==> config.mk <==
export PLATFORM = sky130hd
export DESIGN_NAME = load_store_unit
export DESIGN_NICKNAME = d
export VERILOG_FILES = /design/src/rtl/load_store_unit.sv
export SDC_FILE = /design/constraint.sdc
export NUM_CORES = 1
export LEC_CHECK = 0
export BUFFER_PORTS_ARGS = -buffer_cell sky130_fd_sc_hd__buf_2
export CAP_MARGIN = 10
export CORE_AREA = 2 2 117 119
export CTS_CLUSTER_DIAMETER = 40
export DETAILED_ROUTE_END_ITERATION = 12
export DIE_AREA = 0 0 119 121
export PLACE_DENSITY_LB_ADDON = 0.2
export RECOVER_POWER = 50
export SYNTH_ARGS = -nofsm -noshare
export SYNTH_HDL_FRONTEND = slang
export SYNTH_SLANG_ARGS = --single-unit
==> constraint.sdc <==
create_clock -name clk -period 2.05 [get_ports clk]
set_input_delay 0.41 -clock clk [delete_from_list [all_inputs] [get_ports clk]]
set_output_delay 0.41 -clock clk [all_outputs]
set_load 0.05 [all_outputs]
==> src/rtl/load_store_unit.sv <==
// Memory-access stage between execute and a word-addressed data memory.
// Handles byte/half/word loads (sign/zero-extended) and stores; sub-word stores use read-modify-write.
module load_store_unit #(
    parameter int DATA_WIDTH = 32
) (
    input  logic                  clk,
    input  logic                  reset,
    input  logic                  req_valid,
    output logic                  req_ready,
    input  logic                  req_write,
    input  logic [1:0]            req_size,
    input  logic                  req_signed,
    input  logic [DATA_WIDTH-1:0] req_addr,
    input  logic [DATA_WIDTH-1:0] req_wdata,
    output logic [DATA_WIDTH-1:0] load_data,
    output logic                  load_valid,
    output logic                  store_done,
    output logic                  misalign_err,
    output logic [DATA_WIDTH-1:0] mem_addr,
    output logic [DATA_WIDTH-1:0] mem_wdata,
    output logic                  mem_write,
    output logic                  mem_read,
    input  logic [DATA_WIDTH-1:0] mem_rdata
);

    // WR serves both plain word stores and the write half of a read-modify-write;
    // the lane merge below replaces every lane for a word store.
    localparam logic [1:0] IDLE   = 2'b00;
    localparam logic [1:0] LOAD   = 2'b01;
    localparam logic [1:0] RMW_RD = 2'b10;
    localparam logic [1:0] WR     = 2'b11;

    localparam logic [1:0] SIZE_BYTE = 2'b00;
    localparam logic [1:0] SIZE_HALF = 2'b01;
    localparam logic [1:0] SIZE_WORD = 2'b10;

    logic [1:0]  state_reg, state_next;
    logic [31:0] addr_reg;
    logic [31:0] wdata_reg;
    logic [1:0]  size_reg;
    logic        signed_reg;
    logic        write_reg;
    logic [31:0] merge_reg;
    logic [31:0] load_data_reg;
    logic        load_valid_reg;
    logic        misalign_reg;

    logic        accept;
    logic        illegal;
    logic [1:0]  offset;
    logic [3:0]  byte_en;
    logic [31:0] wdata_rep;
    logic [7:0]  lane_byte;
    logic [15:0] lane_half;
    logic [31:0] load_ext;

    assign req_ready = (state_reg == IDLE) && !reset;
    assign accept    = req_valid && req_ready;
    assign illegal   = (req_size == 2'b11) ||
                       ((req_size == SIZE_HALF) && req_addr[0]) ||
                       ((req_size == SIZE_WORD) && (req_addr[1:0] != 2'b00));
    assign offset    = addr_reg[1:0];

    always_comb begin
        state_next = state_reg;
        case (state_reg)
            IDLE: begin
                if (accept && !illegal) begin
                    if (!req_write)
                        state_next = LOAD;
                    else if (req_size == SIZE_WORD)
                        state_next = WR;
                    else
                        state_next = RMW_RD;
                end
            end
            LOAD:    state_next = IDLE;
            RMW_RD:  state_next = WR;
            WR:      state_next = IDLE;
            default: state_next = IDLE;
        endcase
    end

    // Store lane enables and store data replicated into every candidate lane.
    always_comb begin
        byte_en   = 4'b1111;
        wdata_rep = wdata_reg;
        case (size_reg)
            SIZE_BYTE: begin
                byte_en   = 4'b0001 << offset;
                wdata_rep = {4{wdata_reg[7:0]}};
            end
            SIZE_HALF: begin
                byte_en   = offset[1] ? 4'b1100 : 4'b0011;
                wdata_rep = {2{wdata_reg[15:0]}};
            end
            default: ;
        endcase
    end

    generate
        for (genvar gi = 0; gi < 4; gi++) begin : g_lane
            assign mem_wdata[8*gi +: 8] = byte_en[gi] ? wdata_rep[8*gi +: 8]
                                                      : merge_reg[8*gi +: 8];
        end
    endgenerate

    always_comb begin
        lane_byte = mem_rdata[7:0];
        case (offset)
            2'd1:    lane_byte = mem_rdata[15:8];
            2'd2:    lane_byte = mem_rdata[23:16];
            2'd3:    lane_byte = mem_rdata[31:24];
            default: lane_byte = mem_rdata[7:0];
        endcase
        lane_half = offset[1] ? mem_rdata[31:16] : mem_rdata[15:0];
        case (size_reg)
            SIZE_BYTE: load_ext = {{24{signed_reg & lane_byte[7]}}, lane_byte};
            SIZE_HALF: load_ext = {{16{signed_reg & lane_half[15]}}, lane_half};
            default:   load_ext = mem_rdata;
        endcase
    end

    always_ff @(posedge clk) begin
        if (reset) begin
            state_reg      <= IDLE;
            addr_reg       <= '0;
            wdata_reg      <= '0;
            size_reg       <= '0;
            signed_reg     <= 1'b0;
            write_reg      <= 1'b0;
            merge_reg      <= '0;
            load_data_reg  <= '0;
            load_valid_reg <= 1'b0;
            misalign_reg   <= 1'b0;
        end else begin
            state_reg      <= state_next;
            load_valid_reg <= (state_reg == LOAD);
            misalign_reg   <= accept && illegal;
            if (accept) begin
                addr_reg   <= req_addr;
                wdata_reg  <= req_wdata;
                size_reg   <= req_size;
                signed_reg <= req_signed;
                write_reg  <= req_write;
            end
            if (state_reg == LOAD)
                load_data_reg <= load_ext;
            if (state_reg == RMW_RD)
                merge_reg <= mem_rdata;
        end
    end

    // Memory strobes are gated by reset so an interrupted RMW never writes.
    assign mem_read     = !reset && ((state_reg == LOAD) || (state_reg == RMW_RD));
    assign mem_write    = !reset && (state_reg == WR) && write_reg;
    assign store_done   = mem_write;
    assign mem_addr     = {addr_reg[31:2], 2'b00};
    assign load_data    = load_data_reg;
    assign load_valid   = load_valid_reg;
    assign misalign_err = misalign_reg;

endmodule

==> impl_metrics.py, run 1 <==
metrics = {
    "run_status": {
        "status": "finished with violations",
        "violations": "negative setup slack",
    },
    "die": {
        "die_h_um": 121,
        "die_x_um": 119,
        "core_mm2": 0.0131,
        "fp.dieArea_mm2": 0.0144,
        "initial_core_util_pct": 49.7,
        "ios": 205,
        "rows": 42,
    },
    "critical_path": {
        "critPathKind": "register to output port",
        "path_common_cell": "buf_6",
        "crit_required_ns": 1.64,
        "worst-path-max-fanout": 8,
        "critPathBufInv": 2,
        "cpMaxStageDelayCell": "dfxtp_2",
        "path_delay_family": "simple AND/OR/NAND/NOR gates",
        "cp-start-kind": "register",
        "critPathCaptureType": "output port",
        "worstSetupPathDepth": 6,
        "critPathMaxStageDelay_ns": 0.34,
        "path_cells": "or2_4, a21oi_4, buf_6, nand2_1, o21ai_2, buf_6",
        "critPathArrivalTime_ns": 1.79,
        "ff2ff_path_depth": 6,
    },
    "place": {
        "dp_slack_ns": -0.0000868,
        "port_buffers": 202,
        "placedCellCount": 1072,
        "gp_congestion": 0.886,
        "dp_hpwl_um": 12500,
        "placed_area_mm2": 0.00744,
    },
    "timing": {
        "hold_slack_ns": 0.186,
        "clock_skew_ns": 0.00663,
        "setup_viol": 32,
        "rsz0062_at_grt": "true",
        "fin_crit_sh_pct": 107,
        "fin_ws_ns": -0.148,
        "tightest_slew_ns": 0.906,
        "slew_headroom_pct": 39.6,
        "fmax_ghz": 0.455,
        "finalMaxSlewViolations": 0,
        "finalHoldViolCount": 0,
        "min_period_ns": 2.20,
    },
    "detailed_routing": {
        "first_iter_violations": 485,
        "final_antenna_net_count": 0,
        "routedWlPerCell_um": 16.4,
        "routed_wl_um": 18300,
        "vias": 5865,
        "first_pass_iters": 5,
        "post-route-drc-count": 0,
        "routed_via_density": 5.26,
    },
    "synth": {
        "yosys_warnings": 0,
        "ys_types": 47,
        "synth_cells": 762,
        "synth_top_flop_cell": "dfxtp_1",
        "synth-edff-count": 0,
        "synth_seq_area_share_pct": 41.9,
        "syn_avg_cell_area_um2": 8.53,
        "ys_ff_latch": 136,
        "syn_area_mm2": 0.00650,
        "async_reset_ff_share_pct": 0,
    },
    "pwr": {
        "p_per_area_mw_per_mm2": 1550,
        "pwr-share-comb_pct": 49.2,
        "peakVddDrop_v": 0.000697,
        "power_switching_mw": 5.91,
        "swShare_pct": 44.7,
        "p_leak_nw": 3.35,
        "internal_power_mw": 7.31,
        "clock_power_share_pct": 21.4,
        "seqPwrFrac_pct": 29.4,
    },
    "final_layout": {
        "instances_no_fill": 1115,
        "finish.utilization_pct": 65.0,
        "area_growth_pct": 30.9,
        "final_layout_size_suffix_gt1_share_pct": 29.9,
        "n_antenna_cell": 0,
        "postLayoutCellArea_mm2": 0.00850,
        "num-fill-cells": 1166,
        "fin_nets": 1036,
    },
    "clock_network": {
        "clk_latency_ns": 0.41,
        "cts-hold-fix-buffers": 0,
        "clock_path_buffers": 2,
        "cts-root-buf": "clkbuf_16",
        "cts_buffers": 17,
        "ctsHtreeMaxLevel": 4,
        "cts.sinks": 136,
        "clkTransAtPathRegs_ns": 0.06,
        "cts_tree": "yes",
    },
    "global_routing": {
        "antenna_found_initial": 0,
        "grt_pass1_vias": 5433,
        "groute.usage.overall_pct": 25.4,
        "grt_overflow": 0,
        "grt_max_degree": 87,
        "grt_pass1_wl_um": 28600,
    },
    "run": {
        "cap_violations": 0,
    },
    "min_path": {
        "hold_depth": 3,
        "hp-class": "primary input to register",
    },
}
synth_stat cells (all sizes together), types with 2 or more instances:
library cell / number / share of area (%)
a311oi: 8 / 1.1
or2: 2 / 0.23
mux2i: 63 / 9.7
mux2: 8 / 1.6
a21boi: 2 / 0.35
a211oi: 25 / 3.7
dfxtp: 136 / 42
buf: 63 / 6.9
o21ai: 91 / 7.0
nor2: 77 / 4.5
and2b: 2 / 0.23
a31o: 6 / 0.81
a22oi: 8 / 0.92
nand3: 18 / 1.4
and2: 2 / 0.19
inv: 5 / 0.29
a21o: 2 / 0.35
nor2b: 4 / 0.50
nand2: 115 / 6.6
nand2b: 68 / 6.7
a21oi: 12 / 0.98
clkbuf: 28 / 1.6
ha: 5 / 0.96
layer usage:
metal  share of wire, %  track usage (%)  up-vias
met2                 45             38.7      224
met1                 45             33.0     2715
li1                   -                -     2884
met5                  0                0        -
met3                6.8             7.24       42
met4                3.3             12.6        0
timing repair:
item,in CTS,in global routing
pin swaps,16,11
gates cloned,3,1
buffers inserted,7,2
endpoints found under the setup margin,32,32
resized for setup,102,41
cells by family (layout without fill, tap and decap cells):
family | count (synthesis) | count (layout) | share of synthesized area, %
AO/OA/AOI/OAI | 162 | 163 | 16.3
adder cells (fa/ha/maj) | 5 | 5 | 0.963
buffers and inverters | 96 | 271 | 8.80
flip-flops | 136 | 136 | 41.9
multiplexers | 71 | 71 | 11.3
other | 1 | 2 | 0.0577
AND/OR/NAND/NOR | 291 | 291 | 20.7
power groups by stage:
stage	Clock, mW	Sequential, mW	Combinational (mW)
CTS	2.87	3.84	6.39
floorplan	0	4.59	3.92
global placement	0	3.86	5.79
global route	3.01	3.98	6.91
finish	2.83	3.88	6.50
detailed placement	0	3.87	5.83
layout by cell type, fill, tap and decap left out, types with 3 or more instances in the layout:
master     instances
a21oi_4            3
a211oi_2          10
mux2_2             3
a21oi_1            7
clkbuf_1          71
a211oi_1          15
a311oi_1           8
o21ai_2           18
mux2_4             5
ha_1               5
buf_2            105
inv_1              4
a31o_2             6
clkbuf_8           4
mux2i_2            4
nand2_2            4
mux2i_1           59
buf_4             20
nand2_4            9
o21ai_4            5
nand2b_1          67
buf_8              3
nand3_1           18
o21ai_0           66
dfxtp_1          133
nor2_1            75
buf_6             36
clkbuf_16         18
a22oi_1            8
buf_12             5
nand2_1          102
final timing paths:
path,slack (ns),start,to
worst min register to register,0.47,wdata_reg[27],wdata_reg[27]
worst max-delay path,-0.15,addr_reg[0],mem_wdata[12]
worst min-delay path,0.19,req_addr[30],addr_reg[30]
worst max register to register,0.08,state_reg[0],addr_reg[31]
metrics by stage:
step | setup TNS, ns | power [mW]
after floorplan | -2.21 | 8.51
after global placement | 0 | 9.66
after detailed placement | -0.0000868 | 9.70
after CTS | -1.91 | 13.1
after global routing | -9.40 | 13.9
final | -1.74 | 13.2
cell type report:
class                           count  area (um2)  share of cell area (%)
Multi-Input combinational cell    532        3490                    41.0
Sequential cell                   136        2730                    32.1
Timing Repair Buffer              236        1500                    17.7
Clock buffer                       27         503                    5.92
Tap cell                          176         220                    2.59
Clock inverter                      3        40.0                   0.471
Inverter                            5        18.8                   0.221
worst min-delay path, cell delays in order:
cell	delay, ns
buf_2	0.07
nand2_1	0.03
o21ai_0	0.05
Note: power is estimated with default switching activity, not from simulation.
==> inputs of run 2 (changes only) <==
Settings changed: CORE_AREA 2 2 117 119 to 2 2 125 127, DIE_AREA 0 0 119 121 to 0 0 127 129.
Clock period 2.05 ns to 2.45 ns, I/O delays scaled along.
==> run 2 against run 1 <==
- the run now ends clean
- clock power is 13% lower
- worst setup slack better by 0.23 ns
- non-clock buffer count is 11 lower
- clock skew is 0.0023 ns higher
- core utilization is 12 points lower
- critical endpoint is now mem_wdata[8]
- largest power group unchanged
==> impl_metrics.py, run 2 (synthesis results as in run 1) <==
metrics = {
    "final_layout": {
        "n_antenna_cell": 0,
        "final_layout_size_suffix_gt1_share_pct": 24.6,
        "area_growth_pct": 21.8,
        "final_cell_mix": "dfxtp_1, buf_2, nand2_1, nor2_1, o21ai_0",
        "finish.utilization_pct": 52.8,
        "final_common_cell": "dfxtp_1",
        "fin_nets": 1024,
        "num-fill-cells": 1534,
    },
    "pwr": {
        "p_leak_nw": 3.13,
        "p_per_area_mw_per_mm2": 1330,
        "clock_power_share_pct": 23.5,
        "power_switching_mw": 4.78,
        "pwr-share-comb_pct": 45.8,
        "p_total_mw": 10.5,
        "seqPwrFrac_pct": 30.8,
        "swShare_pct": 45.5,
        "peakVddDrop_v": 0.000533,
        "internal_power_mw": 5.72,
    },
    "timing": {
        "min_period_ns": 2.37,
        "finalHoldViolCount": 0,
        "slew_headroom_pct": 15.1,
        "finalMaxSlewViolations": 0,
        "hold_slack_ns": 0.261,
        "fin_crit_sh_pct": 96.8,
        "fmax_ghz": 0.422,
        "setup_viol": 0,
        "tightest_slew_ns": 1.27,
        "clock_skew_ns": 0.00895,
    },
    "global_routing": {
        "groute.usage.overall_pct": 22.6,
        "use_met3_pct": 5.78,
        "grt_pass1_wl_um": 28600,
        "grt_max_degree": 126,
        "grt_overflow": 0,
        "met2_usage_pct": 33.5,
        "grt_util_met1_pct": 32.4,
        "grt_pass1_vias": 5145,
        "antenna_found_initial": 0,
        "grt-busiest-layer": "met2",
    },
    "clock_network": {
        "cts_tree": "yes",
        "cts-root-buf": "clkbuf_16",
        "cts_buffers": 17,
        "clk_latency_ns": 0.42,
        "cts.sinks": 136,
        "clock_path_buffers": 2,
        "cts-hold-fix-buffers": 0,
        "clkTransAtPathRegs_ns": 0.06,
        "ctsHtreeMaxLevel": 4,
    },
    "place": {
        "dp_hpwl_um": 13300,
        "gp_congestion": 0.846,
        "port_buffers": 202,
    },
    "critical_path": {
        "critPathMaxStageDelay_ns": 0.35,
        "ff2ff_path_depth": 5,
        "worst-path-max-fanout": 16,
        "critPathBufInv": 2,
        "path_cells": "or2_4, a21oi_1, buf_6, nand2_1, o21ai_1, buf_2",
        "critPathCaptureType": "output port",
        "worstSetupPathDepth": 6,
        "cp-start-kind": "register",
        "crit_required_ns": 1.96,
        "critPathArrivalTime_ns": 1.88,
        "cpMaxStageDelayCell": "dfxtp_1",
        "path_delay_family": "buffers and inverters",
        "critPathKind": "register to output port",
    },
    "detailed_routing": {
        "first_pass_iters": 7,
        "routedWlPerCell_um": 16.8,
        "routed_via_density": 5.09,
        "post-route-drc-count": 0,
        "routed_wl_um": 18700,
        "first_iter_violations": 439,
        "vias": 5674,
        "final_antenna_net_count": 0,
    },
    "die": {
        "rows": 45,
        "die_x_um": 127,
        "fp.dieArea_mm2": 0.0164,
        "ios": 205,
        "initial_core_util_pct": 43.4,
        "core_mm2": 0.0150,
        "die_h_um": 129,
    },
    "min_path": {
        "hold_depth": 3,
        "hp-class": "primary input to register",
    },
    "run": {
        "cap_violations": 0,
    },
    "run_status": {
        "status": "finished clean",
    },
}
==> run 2: power by group through the flow <==
stage	registers, mW	logic, mW	clock network [mW]
global route	3.30	5.16	2.62
detailed placement	3.25	4.83	0
floorplan	3.84	3.26	0
CTS	3.21	4.86	2.51
global placement	3.25	4.80	0
finish	3.23	4.81	2.47
==> run 2: stage by stage <==
step / instance area (um2) / setup slack [ns] / TNS, ns / std cells
floorplan: 6500 / -0.0668 / -0.134 / 763
global placement: 7380 / 0.453 / 0 / 1080
detailed placement: 7380 / 0.411 / 0 / 1080
CTS: 7950 / 0.0438 / 0 / 1110
global route: 7910 / -0.00202 / -0.00202 / 1115
finish: 7910 / 0.0777 / 0 / 1115
==> run 2: cell type report <==
cell class	count	area [um2]	share of cell area, %
repair buffers	225	1160	14.6
clock buffers	18	439	5.55
well taps	188	235	2.97
multi-input cells	531	3200	40.5
inverters	5	22.5	0.285
clock inverters	12	130	1.64
flip-flops and latches	136	2730	34.5
==> run 2: worst reg2reg max path, stage by stage, from the launching register on <==
cell,delay [ns]
dfxtp_1,0.34
inv_1,0.10
ha_1,0.18
clkbuf_1,0.94
nor2_1,0.14
a211oi_1,0.27
==> run 2: metal layers <==
metal | share of wire (%) | vias up
li1 | - | 2843
met1 | 47 | 2608
met2 | 45 | 195
met3 | 6.1 | 28
met4 | 1.7 | 0
met5 | 0 | -
==> run 2: path summary, 6_finish.rpt <==
path,from,to,slack (ns)
max,addr_reg[0],mem_wdata[8],0.08
min,req_addr[13],addr_reg[13],0.26
max reg2reg,state_reg[1],load_data[17],0.40
min reg2reg,addr_reg[13],addr_reg[13],0.47
==> run 2: repair_timing <==
action                     4_1_cts  5_1_grt
pin swaps                        0        1
gates resized for setup          1       12
setup buffers                    0        5
setup endpoints to repair       11       17
